$ cat config.mk
export PLATFORM = sky130hd
export DESIGN_NAME = axis_frame_len_limit_flat
export DESIGN_NICKNAME = d
export VERILOG_FILES = /design/src/rtl/axis_frame_len_limit_pkg.sv /design/src/rtl/axis_frame_len_limit_if.sv /design/src/rtl/axis_skid_buffer.sv /design/src/rtl/axis_frame_len_limit.sv /design/src/flat_wrapper.sv
export SDC_FILE = /design/constraint.sdc
export NUM_CORES = 1
export LEC_CHECK = 0
export ABC_CLOCK_PERIOD_IN_PS = 21000
export CORE_MARGIN = 2
export CORE_UTILIZATION = 65
export DETAILED_ROUTE_END_ITERATION = 10
export DONT_BUFFER_PORTS = 1
export PLACE_DENSITY_LB_ADDON = 0.12
export SLEW_MARGIN = 20
export SYNTH_ARGS = -nofsm -noshare
export SYNTH_HDL_FRONTEND = slang
export SYNTH_HIERARCHICAL = 1
export SYNTH_SLANG_ARGS = --single-unit
$ cat constraint.sdc
create_clock -name clk -period 21 [get_ports clk]
set_input_delay 4.2 -clock clk [delete_from_list [all_inputs] [get_ports clk]]
set_output_delay 4.2 -clock clk [all_outputs]
set_load 0.01 [all_outputs]
$ cat src/rtl/axis_frame_len_limit_pkg.sv
// Shared definitions for the AXI-Stream frame length limiter.
package axis_frame_len_limit_pkg;

    typedef enum logic {
        ST_PASS = 1'b0,
        ST_DROP = 1'b1
    } state_t;

    // Bit of tuser that flags a truncated frame on its final emitted beat.
    localparam int USER_ERR_BIT = 0;

    // Widest tkeep the popcount helper handles; callers zero-extend.
    localparam int MAX_KEEP_WIDTH = 128;

    // Number of valid bytes in a beat.
    function automatic int unsigned popcount(input logic [MAX_KEEP_WIDTH-1:0] v);
        int unsigned n;
        n = 0;
        for (int i = 0; i < MAX_KEEP_WIDTH; i++) begin
            n = n + 32'(v[i]);
        end
        return n;
    endfunction

endpackage

$ cat src/rtl/axis_frame_len_limit_if.sv
// AXI-Stream bundle used for both the input and output ports of the limiter.
interface axis_frame_len_limit_if #(
    parameter int DATA_WIDTH = 64,
    parameter int KEEP_WIDTH = DATA_WIDTH/8,
    parameter int ID_WIDTH   = 8,
    parameter int DEST_WIDTH = 8,
    parameter int USER_WIDTH = 1
);
    logic [DATA_WIDTH-1:0] tdata;
    logic [KEEP_WIDTH-1:0] tkeep;
    logic                  tvalid;
    logic                  tready;
    logic                  tlast;
    logic [ID_WIDTH-1:0]   tid;
    logic [DEST_WIDTH-1:0] tdest;
    logic [USER_WIDTH-1:0] tuser;

    modport master (output tdata, tkeep, tvalid, tlast, tid, tdest, tuser, input tready);
    modport slave  (input tdata, tkeep, tvalid, tlast, tid, tdest, tuser, output tready);
endinterface

$ cat src/rtl/axis_skid_buffer.sv
// Two-entry registered skid buffer: output register plus one overflow slot.
module axis_skid_buffer #(
    parameter int WIDTH = 8
) (
    input  logic             clk,
    input  logic             rst,
    input  logic [WIDTH-1:0] in_data,
    input  logic             in_valid,
    output logic             in_ready,
    output logic [WIDTH-1:0] out_data,
    output logic             out_valid,
    input  logic             out_ready
);
    logic             out_valid_q, out_valid_d;
    logic             skid_valid_q, skid_valid_d;
    logic [WIDTH-1:0] out_data_q, out_data_d;
    logic [WIDTH-1:0] skid_data_q, skid_data_d;
    logic             in_fire;

    // Ready only while the overflow slot is free, so it never depends on out_ready.
    assign in_ready  = !skid_valid_q;
    assign in_fire   = in_valid && !skid_valid_q;
    assign out_valid = out_valid_q;
    assign out_data  = out_data_q;

    // Refill the output register from the skid slot first, else straight from the input.
    always_comb begin
        out_valid_d  = out_valid_q;
        out_data_d   = out_data_q;
        skid_valid_d = skid_valid_q;
        skid_data_d  = skid_data_q;
        if (!out_valid_q || out_ready) begin
            if (skid_valid_q) begin
                out_valid_d  = 1'b1;
                out_data_d   = skid_data_q;
                skid_valid_d = 1'b0;
            end else begin
                out_valid_d = in_fire;
                if (in_fire) begin
                    out_data_d = in_data;
                end
            end
        end else if (in_fire) begin
            skid_valid_d = 1'b1;
            skid_data_d  = in_data;
        end
    end

    // Occupancy flags; these alone are cleared by reset.
    always_ff @(posedge clk) begin
        if (rst) begin
            out_valid_q  <= 1'b0;
            skid_valid_q <= 1'b0;
        end else begin
            out_valid_q  <= out_valid_d;
            skid_valid_q <= skid_valid_d;
        end
    end

    // Payload registers; contents are don't-care while the matching valid is low.
    always_ff @(posedge clk) begin
        out_data_q  <= out_data_d;
        skid_data_q <= skid_data_d;
    end
endmodule

$ cat src/rtl/axis_frame_len_limit.sv
// Per-frame byte limiter: truncates over-long frames, drops their tail, keeps statistics.
module axis_frame_len_limit
    import axis_frame_len_limit_pkg::*;
#(
    parameter int DATA_WIDTH  = 64,
    parameter int KEEP_WIDTH  = DATA_WIDTH/8,
    parameter int ID_WIDTH    = 8,
    parameter int DEST_WIDTH  = 8,
    parameter int USER_WIDTH  = 1,
    parameter int LEN_WIDTH   = 16,
    parameter int COUNT_WIDTH = 32
) (
    input  logic                   clk,
    input  logic                   rst,
    axis_frame_len_limit_if.slave  s_axis,
    axis_frame_len_limit_if.master m_axis,
    input  logic [LEN_WIDTH-1:0]   cfg_max_len,
    output logic [COUNT_WIDTH-1:0] stat_frame_count,
    output logic [COUNT_WIDTH-1:0] stat_trunc_count,
    output logic [LEN_WIDTH-1:0]   stat_last_len
);
    localparam int PAYLOAD_WIDTH = DATA_WIDTH + KEEP_WIDTH + 1 + ID_WIDTH + DEST_WIDTH + USER_WIDTH;
    localparam int LAST_BIT      = ID_WIDTH + DEST_WIDTH + USER_WIDTH;

    function automatic logic [LEN_WIDTH-1:0] sat_len(input logic [LEN_WIDTH:0] v);
        return v[LEN_WIDTH] ? {LEN_WIDTH{1'b1}} : v[LEN_WIDTH-1:0];
    endfunction

    function automatic logic [COUNT_WIDTH-1:0] sat_inc(input logic [COUNT_WIDTH-1:0] v);
        return (&v) ? v : v + COUNT_WIDTH'(1);
    endfunction

    state_t                 state_q, state_d;
    logic [LEN_WIDTH-1:0]   byte_cnt_q, byte_cnt_d;
    logic [LEN_WIDTH-1:0]   limit_q, limit_d;
    logic                   in_frame_q, in_frame_d;
    logic [LEN_WIDTH-1:0]   last_len_q, last_len_d;
    logic [COUNT_WIDTH-1:0] frame_cnt_q, frame_cnt_d;
    logic [COUNT_WIDTH-1:0] trunc_cnt_q, trunc_cnt_d;

    logic                     s_ready, s_fire, m_valid, m_fire;
    logic [LEN_WIDTH:0]       beat_bytes, run;
    logic [LEN_WIDTH-1:0]     cur_limit;
    logic                     over;
    logic                     fwd_last;
    logic [USER_WIDTH-1:0]    fwd_user;
    logic [PAYLOAD_WIDTH-1:0] sb_in_data, sb_out_data;
    logic                     sb_in_ready, sb_out_valid;

    // The first beat of a frame uses the live cfg value; later beats use the captured one.
    assign cur_limit  = in_frame_q ? limit_q : cfg_max_len;
    assign beat_bytes = (LEN_WIDTH+1)'(popcount(MAX_KEEP_WIDTH'(s_axis.tkeep)));
    assign run        = {1'b0, byte_cnt_q} + beat_bytes;
    assign over       = (cur_limit != '0) && (run > {1'b0, cur_limit});

    // DROP swallows beats without touching the buffer, so it never back-pressures.
    assign s_ready       = !rst && ((state_q == ST_DROP) || sb_in_ready);
    assign s_axis.tready = s_ready;
    assign s_fire        = s_axis.tvalid && s_ready;

    assign m_valid       = sb_out_valid && !rst;
    assign m_axis.tvalid = m_valid;
    assign m_fire        = m_valid && m_axis.tready;

    // Force tlast and the error flag on the beat that crosses the limit.
    always_comb begin
        fwd_last = s_axis.tlast;
        fwd_user = s_axis.tuser;
        if (over) begin
            fwd_last               = 1'b1;
            fwd_user[USER_ERR_BIT] = 1'b1;
        end
    end

    assign sb_in_data = {s_axis.tdata, s_axis.tkeep, fwd_last, s_axis.tid, s_axis.tdest, fwd_user};
    assign {m_axis.tdata, m_axis.tkeep, m_axis.tlast, m_axis.tid, m_axis.tdest, m_axis.tuser} = sb_out_data;

    axis_skid_buffer #(
        .WIDTH(PAYLOAD_WIDTH)
    ) u_skid (
        .clk      (clk),
        .rst      (rst),
        .in_data  (sb_in_data),
        .in_valid (s_fire && (state_q == ST_PASS)),
        .in_ready (sb_in_ready),
        .out_data (sb_out_data),
        .out_valid(sb_out_valid),
        .out_ready(m_axis.tready)
    );

    // Byte counting, limit capture, PASS/DROP transitions and statistics.
    always_comb begin
        state_d     = state_q;
        byte_cnt_d  = byte_cnt_q;
        limit_d     = limit_q;
        in_frame_d  = in_frame_q;
        last_len_d  = last_len_q;
        frame_cnt_d = frame_cnt_q;
        trunc_cnt_d = trunc_cnt_q;
        if (m_fire && sb_out_data[LAST_BIT]) begin
            frame_cnt_d = sat_inc(frame_cnt_q);
        end
        if (s_fire) begin
            if (!in_frame_q) begin
                limit_d = cfg_max_len;
            end
            in_frame_d = !s_axis.tlast;
            byte_cnt_d = sat_len(run);
            if (s_axis.tlast) begin
                byte_cnt_d = '0;
                last_len_d = sat_len(run);
            end
            if (state_q == ST_PASS && over) begin
                trunc_cnt_d = sat_inc(trunc_cnt_q);
                if (!s_axis.tlast) begin
                    state_d = ST_DROP;
                end
            end
            if (state_q == ST_DROP && s_axis.tlast) begin
                state_d = ST_PASS;
            end
        end
    end

    // Control and statistics registers.
    always_ff @(posedge clk) begin
        if (rst) begin
            state_q     <= ST_PASS;
            byte_cnt_q  <= '0;
            limit_q     <= '0;
            in_frame_q  <= 1'b0;
            last_len_q  <= '0;
            frame_cnt_q <= '0;
            trunc_cnt_q <= '0;
        end else begin
            state_q     <= state_d;
            byte_cnt_q  <= byte_cnt_d;
            limit_q     <= limit_d;
            in_frame_q  <= in_frame_d;
            last_len_q  <= last_len_d;
            frame_cnt_q <= frame_cnt_d;
            trunc_cnt_q <= trunc_cnt_d;
        end
    end

    assign stat_frame_count = frame_cnt_q;
    assign stat_trunc_count = trunc_cnt_q;
    assign stat_last_len    = last_len_q;
endmodule

$ cat src/flat_wrapper.sv
// flat-port wrapper written by rule: the top's interface ports become plain ports
module axis_frame_len_limit_flat import axis_frame_len_limit_pkg::*;
#(
    parameter int DATA_WIDTH  = 64,
    parameter int KEEP_WIDTH  = DATA_WIDTH/8,
    parameter int ID_WIDTH    = 8,
    parameter int DEST_WIDTH  = 8,
    parameter int USER_WIDTH  = 1,
    parameter int LEN_WIDTH   = 16,
    parameter int COUNT_WIDTH = 32
)
  (clk, rst, cfg_max_len, stat_frame_count, stat_trunc_count, stat_last_len, s_axis_tdata, s_axis_tkeep, s_axis_tvalid, s_axis_tlast, s_axis_tid, s_axis_tdest, s_axis_tuser, s_axis_tready, m_axis_tdata, m_axis_tkeep, m_axis_tvalid, m_axis_tlast, m_axis_tid, m_axis_tdest, m_axis_tuser, m_axis_tready);
  axis_frame_len_limit_if #(.DATA_WIDTH(DATA_WIDTH), .KEEP_WIDTH(KEEP_WIDTH), .ID_WIDTH(ID_WIDTH), .DEST_WIDTH(DEST_WIDTH), .USER_WIDTH(USER_WIDTH)) s_axis_i ();
  axis_frame_len_limit_if #(.DATA_WIDTH(DATA_WIDTH), .KEEP_WIDTH(KEEP_WIDTH), .ID_WIDTH(ID_WIDTH), .DEST_WIDTH(DEST_WIDTH), .USER_WIDTH(USER_WIDTH)) m_axis_i ();
  input  logic clk;
  input  logic rst;
  input  logic [LEN_WIDTH-1:0] cfg_max_len;
  output logic [COUNT_WIDTH-1:0] stat_frame_count;
  output logic [COUNT_WIDTH-1:0] stat_trunc_count;
  output logic [LEN_WIDTH-1:0] stat_last_len;
  input wire logic [$bits(s_axis_i.tdata)-1:0] s_axis_tdata;
  input wire logic [$bits(s_axis_i.tkeep)-1:0] s_axis_tkeep;
  input wire logic [$bits(s_axis_i.tvalid)-1:0] s_axis_tvalid;
  input wire logic [$bits(s_axis_i.tlast)-1:0] s_axis_tlast;
  input wire logic [$bits(s_axis_i.tid)-1:0] s_axis_tid;
  input wire logic [$bits(s_axis_i.tdest)-1:0] s_axis_tdest;
  input wire logic [$bits(s_axis_i.tuser)-1:0] s_axis_tuser;
  output wire logic [$bits(s_axis_i.tready)-1:0] s_axis_tready;
  output wire logic [$bits(m_axis_i.tdata)-1:0] m_axis_tdata;
  output wire logic [$bits(m_axis_i.tkeep)-1:0] m_axis_tkeep;
  output wire logic [$bits(m_axis_i.tvalid)-1:0] m_axis_tvalid;
  output wire logic [$bits(m_axis_i.tlast)-1:0] m_axis_tlast;
  output wire logic [$bits(m_axis_i.tid)-1:0] m_axis_tid;
  output wire logic [$bits(m_axis_i.tdest)-1:0] m_axis_tdest;
  output wire logic [$bits(m_axis_i.tuser)-1:0] m_axis_tuser;
  input wire logic [$bits(m_axis_i.tready)-1:0] m_axis_tready;
  assign s_axis_i.tdata = s_axis_tdata;
  assign s_axis_i.tkeep = s_axis_tkeep;
  assign s_axis_i.tvalid = s_axis_tvalid;
  assign s_axis_i.tlast = s_axis_tlast;
  assign s_axis_i.tid = s_axis_tid;
  assign s_axis_i.tdest = s_axis_tdest;
  assign s_axis_i.tuser = s_axis_tuser;
  assign s_axis_tready = s_axis_i.tready;
  assign m_axis_tdata = m_axis_i.tdata;
  assign m_axis_tkeep = m_axis_i.tkeep;
  assign m_axis_tvalid = m_axis_i.tvalid;
  assign m_axis_tlast = m_axis_i.tlast;
  assign m_axis_tid = m_axis_i.tid;
  assign m_axis_tdest = m_axis_i.tdest;
  assign m_axis_tuser = m_axis_i.tuser;
  assign m_axis_i.tready = m_axis_tready;
  axis_frame_len_limit #(.DATA_WIDTH(DATA_WIDTH), .KEEP_WIDTH(KEEP_WIDTH), .ID_WIDTH(ID_WIDTH), .DEST_WIDTH(DEST_WIDTH), .USER_WIDTH(USER_WIDTH), .LEN_WIDTH(LEN_WIDTH), .COUNT_WIDTH(COUNT_WIDTH)) u_core (.clk(clk), .rst(rst), .s_axis(s_axis_i), .m_axis(m_axis_i), .cfg_max_len(cfg_max_len), .stat_frame_count(stat_frame_count), .stat_trunc_count(stat_trunc_count), .stat_last_len(stat_last_len));
endmodule
Word level (Yosys, flattened, before mapping):

Cells that the tools add are included.
Widths: inputs -> output; s select.

* memory bits (writable): 0
* memories kept: 0
* memory bits (read-only): 0
* input bits: 110
* output and inout bits: 172
* logic and storage cells: 66
* flip-flop bits (word level): 296
* bits in latches: 0

* reduce and logical (&&, ||, !) cells: 28
* equal/unequal tests: 1
* $mul: 0
* bitwise gates (word level): 4
* divide/modulo/power cells: 0
* order comparisons: 1
* mux-type cells: 11
* add/subtract/negate cells: 10
* shifts and indexed selects: 0

Operators with widths (count)
* $mux 90: 2
* $add 17x1->17: 6
* $add 32x1->32 const B: 2
* $reduce_and 32->1: 2
* $mux 16: 3
* $add 16x17->17: 1
* $gt 17x16->1: 1
* $reduce_bool 16->1: 1
* $logic_and 1x1->1: 10
* $reduce_and 2->1: 4
* $mux 1: 6
* $reduce_and 3->1: 2
* $logic_not 1->1: 4
* $not 1->1: 4
* $reduce_bool 2->1: 2
* $add 1x1->2: 1
* $logic_or 1x1->1: 2
* $ne 2x1->1 const B: 1
* $reduce_or 2->1: 1

Longest topological paths before layout:

Gate-level depths: netlist of the first run.

* depth after elaboration: 13
* depth in mapped cells: 22
* depth with buffers taken out: 20

Cells and area by module:

The synthesis of the first run kept the hierarchy.

By module, submodules not included
* axis_skid_buffer: sequential area each 5445.2 um^2, times used 1, area each 6587.6 um^2, cells each 289
* axis_frame_len_limit: sequential area each 2282.2 um^2, times used 1, area each 5954.5 um^2, cells each 716

Worst setup path before layout of the first run:

Ideal clock, no wire load.

* path kind: input-to-reg
* from: input port rst
* to: register u_core.u_skid.skid_data_q[0], enable pin
* stages on the path: 4
* setup time: 0.667 ns
* required time: 20.333 ns
* path buffers: 0
* data arrival time: 11.394 ns
* path slack: 8.939 ns
* path through: o21ba_2 > nand2_1 > nor2_1 > nor3b_1

* cells in the longest elaborated chain, start to end: 6

RTL lines
* start: declaration: RTL line flat_wrapper.sv:16 `input logic rst;`
* $logic_not 1->1: RTL line axis_frame_len_limit.sv:57 `assign s_ready = !rst && ((state_q == ST_DROP) || sb_in_ready);`
* $logic_and 1x1->1: RTL line axis_frame_len_limit.sv:57
* $logic_and 1x1->1: RTL line axis_frame_len_limit.sv:59 `assign s_fire = s_axis.tvalid && s_ready;`
* $logic_and 1x1->1: RTL line axis_frame_len_limit.sv:84 `.in_valid (s_fire && (state_q == ST_PASS)),`
* $logic_and 1x1->1: RTL line axis_skid_buffer.sv:22 `assign in_fire = in_valid && !skid_valid_q;`
* $reduce_and 2->1 (no source line)
* end signal: assignment: RTL line axis_skid_buffer.sv:63 `skid_data_q <= skid_data_d;`
* end: declaration: RTL line axis_skid_buffer.sv:17 `logic [WIDTH-1:0] skid_data_q, skid_data_d;`

No other way between the ends.
A chain may end at the register's enable or synchronous reset.

Worst setup path after layout of the first run:

* from: input port s_axis_tkeep[0]
* to: register u_core.trunc_cnt_q[20], in the netlist u_core/stat_trunc_count[20]

* cells in the longest elaborated chain, start to end: 12

RTL lines
* start: declaration: RTL line flat_wrapper.sv:22 `input wire logic [$bits(s_axis_i.tkeep)-1:0] s_axis_tkeep;`
* $add 1x1->2: RTL line axis_frame_len_limit_pkg.sv:20 `n = n + 32'(v[i]);`
* $add 17x1->17 (6 in series): RTL line axis_frame_len_limit_pkg.sv:20
* $add 16x17->17: RTL line axis_frame_len_limit.sv:53 `assign run = {1'b0, byte_cnt_q} + beat_bytes;`
* $gt 17x16->1: RTL line axis_frame_len_limit.sv:54 `assign over = (cur_limit != '0) && (run > {1'b0, cur_limit});`
* $logic_and 1x1->1: RTL line axis_frame_len_limit.sv:54
* $logic_and 1x1->1: RTL line axis_frame_len_limit.sv:113 `if (state_q == ST_PASS && over) begin`
* $reduce_and 3->1 (no source line)
* end signal: assignment: RTL line axis_frame_len_limit.sv:142 `trunc_cnt_q <= trunc_cnt_d;`
* end: declaration: RTL line axis_frame_len_limit.sv:39 `logic [COUNT_WIDTH-1:0] trunc_cnt_q, trunc_cnt_d;`

No other way between the ends.

==> key figures, run 1 <==
Pwr
  • Internal Power: 0.955 mW
  • Flop pwr share: 0.532
  • Switching pwr: 0.259 mW
  • Gate power share: 0.049
  • Switching Fraction: 0.213
  • Maximum VDD drop: 0.0792 mV
  • Cell area power density: 89.1 nW/um^2
  • Lkg Pwr: 4.55 nW
  • Total power: 1.21 mW
  • Clock network fraction of design power: 0.418

Worst hold path
  • Hold Crit Class: flip-flop to flip-flop

Synth
  • Top cells by area in the synthesized netlist: edfxtp_1 43%, dfxtp_1 19%, mux2_2 8.2%
  • Post-synth top area share: 0.431
  • Area leader, netlist: edfxtp_1
  • Seq/Total Area, Yosys: 0.616
  • Library cells used by synthesis: 56
  • Cells after Synth: 1005
  • Post-synth ARST share: 0
  • Post-synthesis register bit count: 296
  • EDFF count, synth: 180
  • YS warnings: 6
  • Syn Nets: 1144
  • Mapped cell area: 12500 um^2
  • Top_reg_cell synth: edfxtp_1
  • Syn avg cell area: 12.5 um^2

Cells and area
  • Final layout net count: 1135
  • Area Growth Syn to Fin: 8.64%
  • Cell Count, Final, Fillers Out: 1280
  • Final Cell Area: 13600 um^2
  • Most frequent cells in the layout: 180 x edfxtp_1, 115 x dfxtp_1, 106 x nor2_1
  • # fillers: 1268
  • Layout cells sized above 1: 0.153
  • Post-route core utilization: 0.724
  • Commonest non-fill, non-tap cell in the layout: edfxtp_1
  • Flip-flop and latch area: 7730 um^2
  • Area of the multi-input gates: 4480 um^2

Run
  • Max Cap Violations: 0

Setup path
  • CP Max Fanout: 19
  • Worst Setup Start Kind: input pin
  • Critical path class: input pin to flip-flop
  • Worst Path Arrival: 10.26 ns
  • Required time worst endpoint: 21.42 ns
  • Critical Path Sink Type: flip-flop

Timing
  • Fin crit period: 9.84 ns
  • Rel. slew slack: 0.313
  • Hold Violations, Final: 0
  • Fin. max-slew vios: 0
  • RSZ-0062 raised after global routing: no
  • Final Setup Violations: 0
  • Fin crit share: 0.468
  • Fmax achieved: 102 MHz
  • Actual slew at the worst max-slew pin: 1.02 ns
  • Hold WS: 0.458 ns
  • Setup TNS: 0 ns
  • Fin worst setup slack: 11.16 ns
  • Clock Skews: 0.00834 ns

Place
  • I/O Buffers: 0
  • Dpl ws: 10.72 ns
  • Detailed Place HPWL: 18.1 mm
  • Placed cells: 1224
  • Final GP Congestion: 0.875
  • Post-DP Area: 12700 um^2

Global route
  • Vias in the first global route: 7407
  • Largest net degree at the start of global routing: 96
  • GRT Total Usage: 0.255
  • Initial antenna violation count: 1
  • First-pass GRT wire length: 41.0 mm
  • GRT overflow: 0

Route
  • Via density: 6.03
  • Drt first pass iters: 5
  • Routed vias: 7718
  • Routed len/inst: 20.8 um
  • DRT Wirelength: 26.7 mm
  • DRC Markers: 0
  • Post-DRT Antenna Nets: 0
  • DR iter-0 viols: 528

Floorplan
  • Initial Util: 0.666
  • Cell Rows: 50
  • Core footprint: 18800 um^2
  • Die Span X: 143 um
  • Die Ht: 143 um
  • Top-Level Pins: 282
  • Die ar.: 20400 um^2

CTS
  • Max H-tree Level: 1
  • Post-CTS Resized: 0
  • Root Driver: clkbuf_16
  • Clk Latency, worst-skew pair: 0.54 ns
  • Cts hold-fix bufs: 0
  • CTS Sinks: 296
  • CTS clk-pin slew, worst paths: 0.06 ns
  • CTS tree: yes
  • CTS buffer count: 30
  • Clk buf depth: 3
  • Setup bufs post-CTS: 0

Status
  • Outcome: finished, final reports clean
==> layout make-up <==
class                   instances  share of cell area
inverters                      25             0.00689
flip-flops and latches        296               0.567
clock inverters                 9             0.00560
well taps                     260              0.0239
repair buffers                  6             0.00331
diodes                          1            0.000184
clock buffers                  46              0.0640
multi-input cells             637               0.329
==> routing by layer <==
layer / GRT usage / wire [um]
met1: 0.336 / 11000
met2: 0.405 / 12400
met3: 0.0869 / 2540
met4: 0.0724 / 695
met5: 0 / 0
==> power by group through the flow <==
stage	Sequential, mW	Clock [mW]	Combinational [mW]
after global routing	0.648	0.539	0.0673
final	0.646	0.508	0.0601
after global placement	0.658	0	0.0579
after floorplan	0.655	0	0.0485
after CTS	0.646	0.516	0.0597
after detailed placement	0.659	0	0.0590
==> final timing paths <==
check                                             endpoint                               from  depth (start not counted)  slack (ns)
setup / recovery  u_core/stat_trunc_count[20]$_SDFFE_PP0P_                    s_axis_tkeep[0]                         18       11.16
hold / removal           u_core/byte_cnt_q[2]$_SDFFE_PP0P_  u_core/byte_cnt_q[2]$_SDFFE_PP0P_                          2        0.46
setup reg to reg  u_core/stat_trunc_count[20]$_SDFFE_PP0P_  u_core/byte_cnt_q[0]$_SDFFE_PP0P_                         17       14.99
hold reg to reg          u_core/byte_cnt_q[2]$_SDFFE_PP0P_  u_core/byte_cnt_q[2]$_SDFFE_PP0P_                          2        0.46
==> critical path: stages <==
cell      delay (ns)
fa_1            0.53
inv_1           0.05
fa_1            0.50
fa_1            0.44
fa_1            0.42
nor2b_1         0.12
o21ai_0         0.10
a21boi_0        0.56
o21ai_0         0.35
nor2_1          0.27
xor2_1          0.13
ha_1            0.29
nand3_1         0.08
or3_1           0.39
o2111a_1        0.52
nor3_4          0.74
nand3_1         0.19
mux2_1          0.36
==> sequential cells by signal, summed over array words and instances, names as in the netlist <==
signal and count:
u_core/u_skid/out_data 90, u_core/state_q 1, u_core/limit_q 16, u_core/in_frame_q 1
u_core/byte_cnt_q 16, u_core/u_skid/skid_data_q 90, u_core/u_skid/skid_valid_q 1, u_core/u_skid/out_valid 1
u_core/stat_frame_count 32, u_core/stat_trunc_count 32, u_core/stat_last_len 16
==> kinds of logic after synthesis <==
| family | Yosys count | share of synthesized area |
|---|---|---|
| adders and majority gates | 29 | 0.0319 |
| and+or+nand+nor | 314 | 0.124 |
| buffers and inverters | 72 | 0.0278 |
| muxes | 116 | 0.102 |
| AOI/OAI and AO/OA | 126 | 0.0618 |
| xor gates and xnor gates | 52 | 0.0363 |
| DFF | 296 | 0.616 |
==> synthesized netlist by cell type, types with 4 or more instances <==
master / number
clkbuf_1: 27
a31oi_1: 4
a31o_2: 8
xor2_1: 16
mux2i_1: 19
and3_1: 7
mux2_1: 6
nand4_1: 26
nand2b_1: 5
a211oi_1: 11
nand3_1: 49
nand2_1: 46
or3_1: 8
dfxtp_1: 116
fa_1: 5
inv_1: 24
and4_1: 6
nor2b_1: 9
buf_6: 9
xnor2_1: 36
o21ai_0: 42
ha_1: 24
a21oi_1: 43
buf_1: 4
nor3_1: 19
buf_2: 6
edfxtp_1: 180
nor4_1: 15
mux2_2: 91
nor2_1: 106
nor4b_1: 4
(Power assumes the default switching activity.)
==> run 2, diff against run 1 <==
--- a/config.mk
+++ b/config.mk
@@ -5,9 +5,9 @@
 export SDC_FILE = /design/constraint.sdc
 export NUM_CORES = 1
 export LEC_CHECK = 0
-export ABC_CLOCK_PERIOD_IN_PS = 21000
+export ABC_CLOCK_PERIOD_IN_PS = 7900
 export CORE_MARGIN = 2
-export CORE_UTILIZATION = 65
+export CORE_UTILIZATION = 57
 export DETAILED_ROUTE_END_ITERATION = 10
 export DONT_BUFFER_PORTS = 1
 export PLACE_DENSITY_LB_ADDON = 0.12
==> constraint.sdc (replaced) <==
create_clock -name clk -period 7.9 [get_ports clk]
set_input_delay 1.58 -clock clk [delete_from_list [all_inputs] [get_ports clk]]
set_output_delay 1.58 -clock clk [all_outputs]
set_load 0.01 [all_outputs]
==> key figures, run 2 (synthesis gave the netlist of run 1 again) <==
Status
  • Outcome: finished, final reports clean

Global route
  • Vias in the first global route: 7345 (-0.84%)
  • First-pass GRT wire length: 42.0 mm (+2.5%)
  • GRT overflow: 0 (unchanged)
  • GRT Total Usage: 0.223 (-0.0315)
  • Largest net degree at the start of global routing: 96 (unchanged)
  • Initial antenna violation count: 1 (unchanged)

Timing
  • Rel. slew slack: 0.310 (-0.00340)
  • Clock Skews: 0.0158 ns (+0.00747 ns)
  • Hold WS: 0.457 ns (-0.000269 ns)
  • Fmax achieved: 150 MHz
  • Fin crit share: 0.845
  • Hold Violations, Final: 0 (unchanged)
  • Fin crit period: 6.67 ns
  • Actual slew at the worst max-slew pin: 1.03 ns (+0.00507 ns)
  • Fin. max-slew vios: 0 (unchanged)
  • Setup TNS: 0 ns (unchanged)
  • RSZ-0062 raised after global routing: no
  • Final Setup Violations: 0 (unchanged)

Cells and area
  • Final layout net count: 1139 (+0.35%)
  • Area Growth Syn to Fin: 9.28%
  • Layout cells sized above 1: 0.160 (+0.00706)
  • Final Cell Area: 13700 um^2 (+0.59%)
  • Commonest non-fill, non-tap cell in the layout: edfxtp_1
  • Antenna Cells: 0 (-1)
  • Cell Count, Final, Fillers Out: 1304 (+1.9%)
  • Most frequent cells in the layout: 180 x edfxtp_1, 115 x dfxtp_1, 106 x nor2_1

Floorplan
  • Top-Level Pins: 282 (unchanged)
  • Die ar.: 23200 um^2 (+14%)
  • Initial Util: 0.578 (-0.0878)
  • Core footprint: 21700 um^2 (+15%)
  • Die Span X: 152 um (+6.6%)
  • Cell Rows: 54 (+8.0%)
  • Die Ht: 152 um (+6.6%)

Place
  • Final GP Congestion: 0.840 (-4.0%)
  • I/O Buffers: 0 (unchanged)
  • Post-DP Area: 12700 um^2 (+0.48%)
  • Placed cells: 1248 (+2.0%)
  • Detailed Place HPWL: 18.5 mm (+2.1%)

Pwr
  • Internal Power: 2.56 mW (+170%)
  • Switching pwr: 0.695 mW (+170%)
  • Switching Fraction: 0.213 (+0.000355)
  • Cell area power density: 238 nW/um^2 (+170%)
  • Clock network fraction of design power: 0.424 (+0.006)
  • Maximum VDD drop: 0.191 mV (+140%)
  • Flop pwr share: 0.528 (-0.004)
  • Gate power share: 0.048 (about the same)
  • Lkg Pwr: 4.57 nW (+0.44%)

CTS
  • CTS clk-pin slew, worst paths: 0.06 ns (about the same)
  • Max H-tree Level: 1 (unchanged)
  • Setup bufs post-CTS: 0 (unchanged)
  • CTS Sinks: 296 (unchanged)
  • CTS buffer count: 30 (unchanged)
  • Clk buf depth: 3 (unchanged)
  • Clk Latency, worst-skew pair: 0.54 ns (about the same)
  • Cts hold-fix bufs: 0 (unchanged)
  • CTS tree: yes
  • Root Driver: clkbuf_16
  • Post-CTS Resized: 0 (unchanged)

Run
  • Max Cap Violations: 0 (unchanged)

Route
  • DR iter-0 viols: 416 (-21%)
  • DRC Markers: 0 (unchanged)
  • DRT Wirelength: 26.9 mm (+0.87%)
  • Drt first pass iters: 5 (unchanged)
  • Via density: 5.90 (-2.1%)
  • Routed len/inst: 20.6 um (-0.99%)
  • Post-DRT Antenna Nets: 0 (unchanged)
  • Routed vias: 7695 (-0.30%)

Setup path
  • Worst Path Arrival: 7.11 ns (-3.15 ns)
  • Required time worst endpoint: 8.33 ns (-13.09 ns)
  • CP Max Fanout: 13 (-6)
  • Critical path class: input pin to flip-flop
  • Critical Path Sink Type: flip-flop
  • Worst Setup Start Kind: input pin

Worst hold path
  • Hold Crit Class: flip-flop to flip-flop
## run 2: cell types whose count changed in the layout (fill, tap and decap cells not counted)
cell / previous run / this run
buf_4: 6 / 10
bufinv_16: 1 / 3
clkbuf_1: 11 / 5
clkbuf_8: 4 / 0
clkinv_1: 5 / 8
clkinv_2: 3 / 4
clkinv_8: 1 / 0
clkinvlp_2: 0 / 3
clkinvlp_4: 0 / 2
diode_2: 1 / 0
inv_6: 0 / 1
nor3b_2: 1 / 0
nor3b_4: 0 / 1
## run 2: worst paths after layout
path	start	endpoint	slack (ns)	depth (start not counted)
worst max register to register	u_core/byte_cnt_q[0]$_SDFFE_PP0P_	u_core/stat_trunc_count[14]$_SDFFE_PP0P_	2.43	17
worst min-delay path	u_core/byte_cnt_q[3]$_SDFFE_PP0P_	u_core/byte_cnt_q[3]$_SDFFE_PP0P_	0.46	2
worst max-delay path	s_axis_tkeep[0]	u_core/stat_trunc_count[14]$_SDFFE_PP0P_	1.23	18
worst min register to register	u_core/byte_cnt_q[3]$_SDFFE_PP0P_	u_core/byte_cnt_q[3]$_SDFFE_PP0P_	0.46	2
## run 2: critical path, cell delays in order
cell and delay [ns]:
fa_1 0.53, inv_1 0.05, fa_1 0.51, fa_1 0.43, fa_1 0.43, fa_1 0.41
nand2b_1 0.21, a211oi_4 0.42, nand3_1 0.15, xnor2_1 0.21, ha_1 0.33, nand3_1 0.08
or3_1 0.40, o2111a_1 0.33, nor3_4 0.33, buf_4 0.26, nand4_1 0.12, mux2_1 0.33
## run 2: cell type report
class                   count  area, um^2
clock buffers              36         795
clock inverters            20         175
fillers                  1641        7980
inverters                  25        93.8
multi-input cells         637        4490
flip-flops and latches    296        7730
well taps                 280         350
repair buffers             10        75.1
## run 2: stage by stage
stage,total power [mW],util,worst slack [ns]
final,3.26,0.632,1.23
after global routing,3.37,0.632,0.993
after CTS,3.29,0.632,1.28
after detailed placement,1.91,0.587,0.734
after global placement,1.91,0.587,0.799
after floorplan,1.87,-,0.939
## run 2: layer usage
| metal | global-route usage | routed length, um | part of all wire | vias to the layer above |
|---|---|---|---|---|
| met5 | 0 | 0 | 0 | - |
| met4 | 0.0561 | 571 | 0.021 | 0 |
| met3 | 0.0694 | 2450 | 0.091 | 42 |
| met2 | 0.350 | 12200 | 0.45 | 285 |
| met1 | 0.307 | 11700 | 0.43 | 3668 |
| li1 | - | - | - | 3700 |
## run 2: power by group through the flow
| stage | Combinational (mW) | Clock (mW) | Sequential [mW] |
|---|---|---|---|
| CTS | 0.157 | 1.41 | 1.72 |
| detailed placement | 0.155 | 0 | 1.75 |
| finish | 0.157 | 1.38 | 1.72 |
| floorplan | 0.129 | 0 | 1.74 |
| global route | 0.178 | 1.48 | 1.72 |
| global placement | 0.155 | 0 | 1.75 |
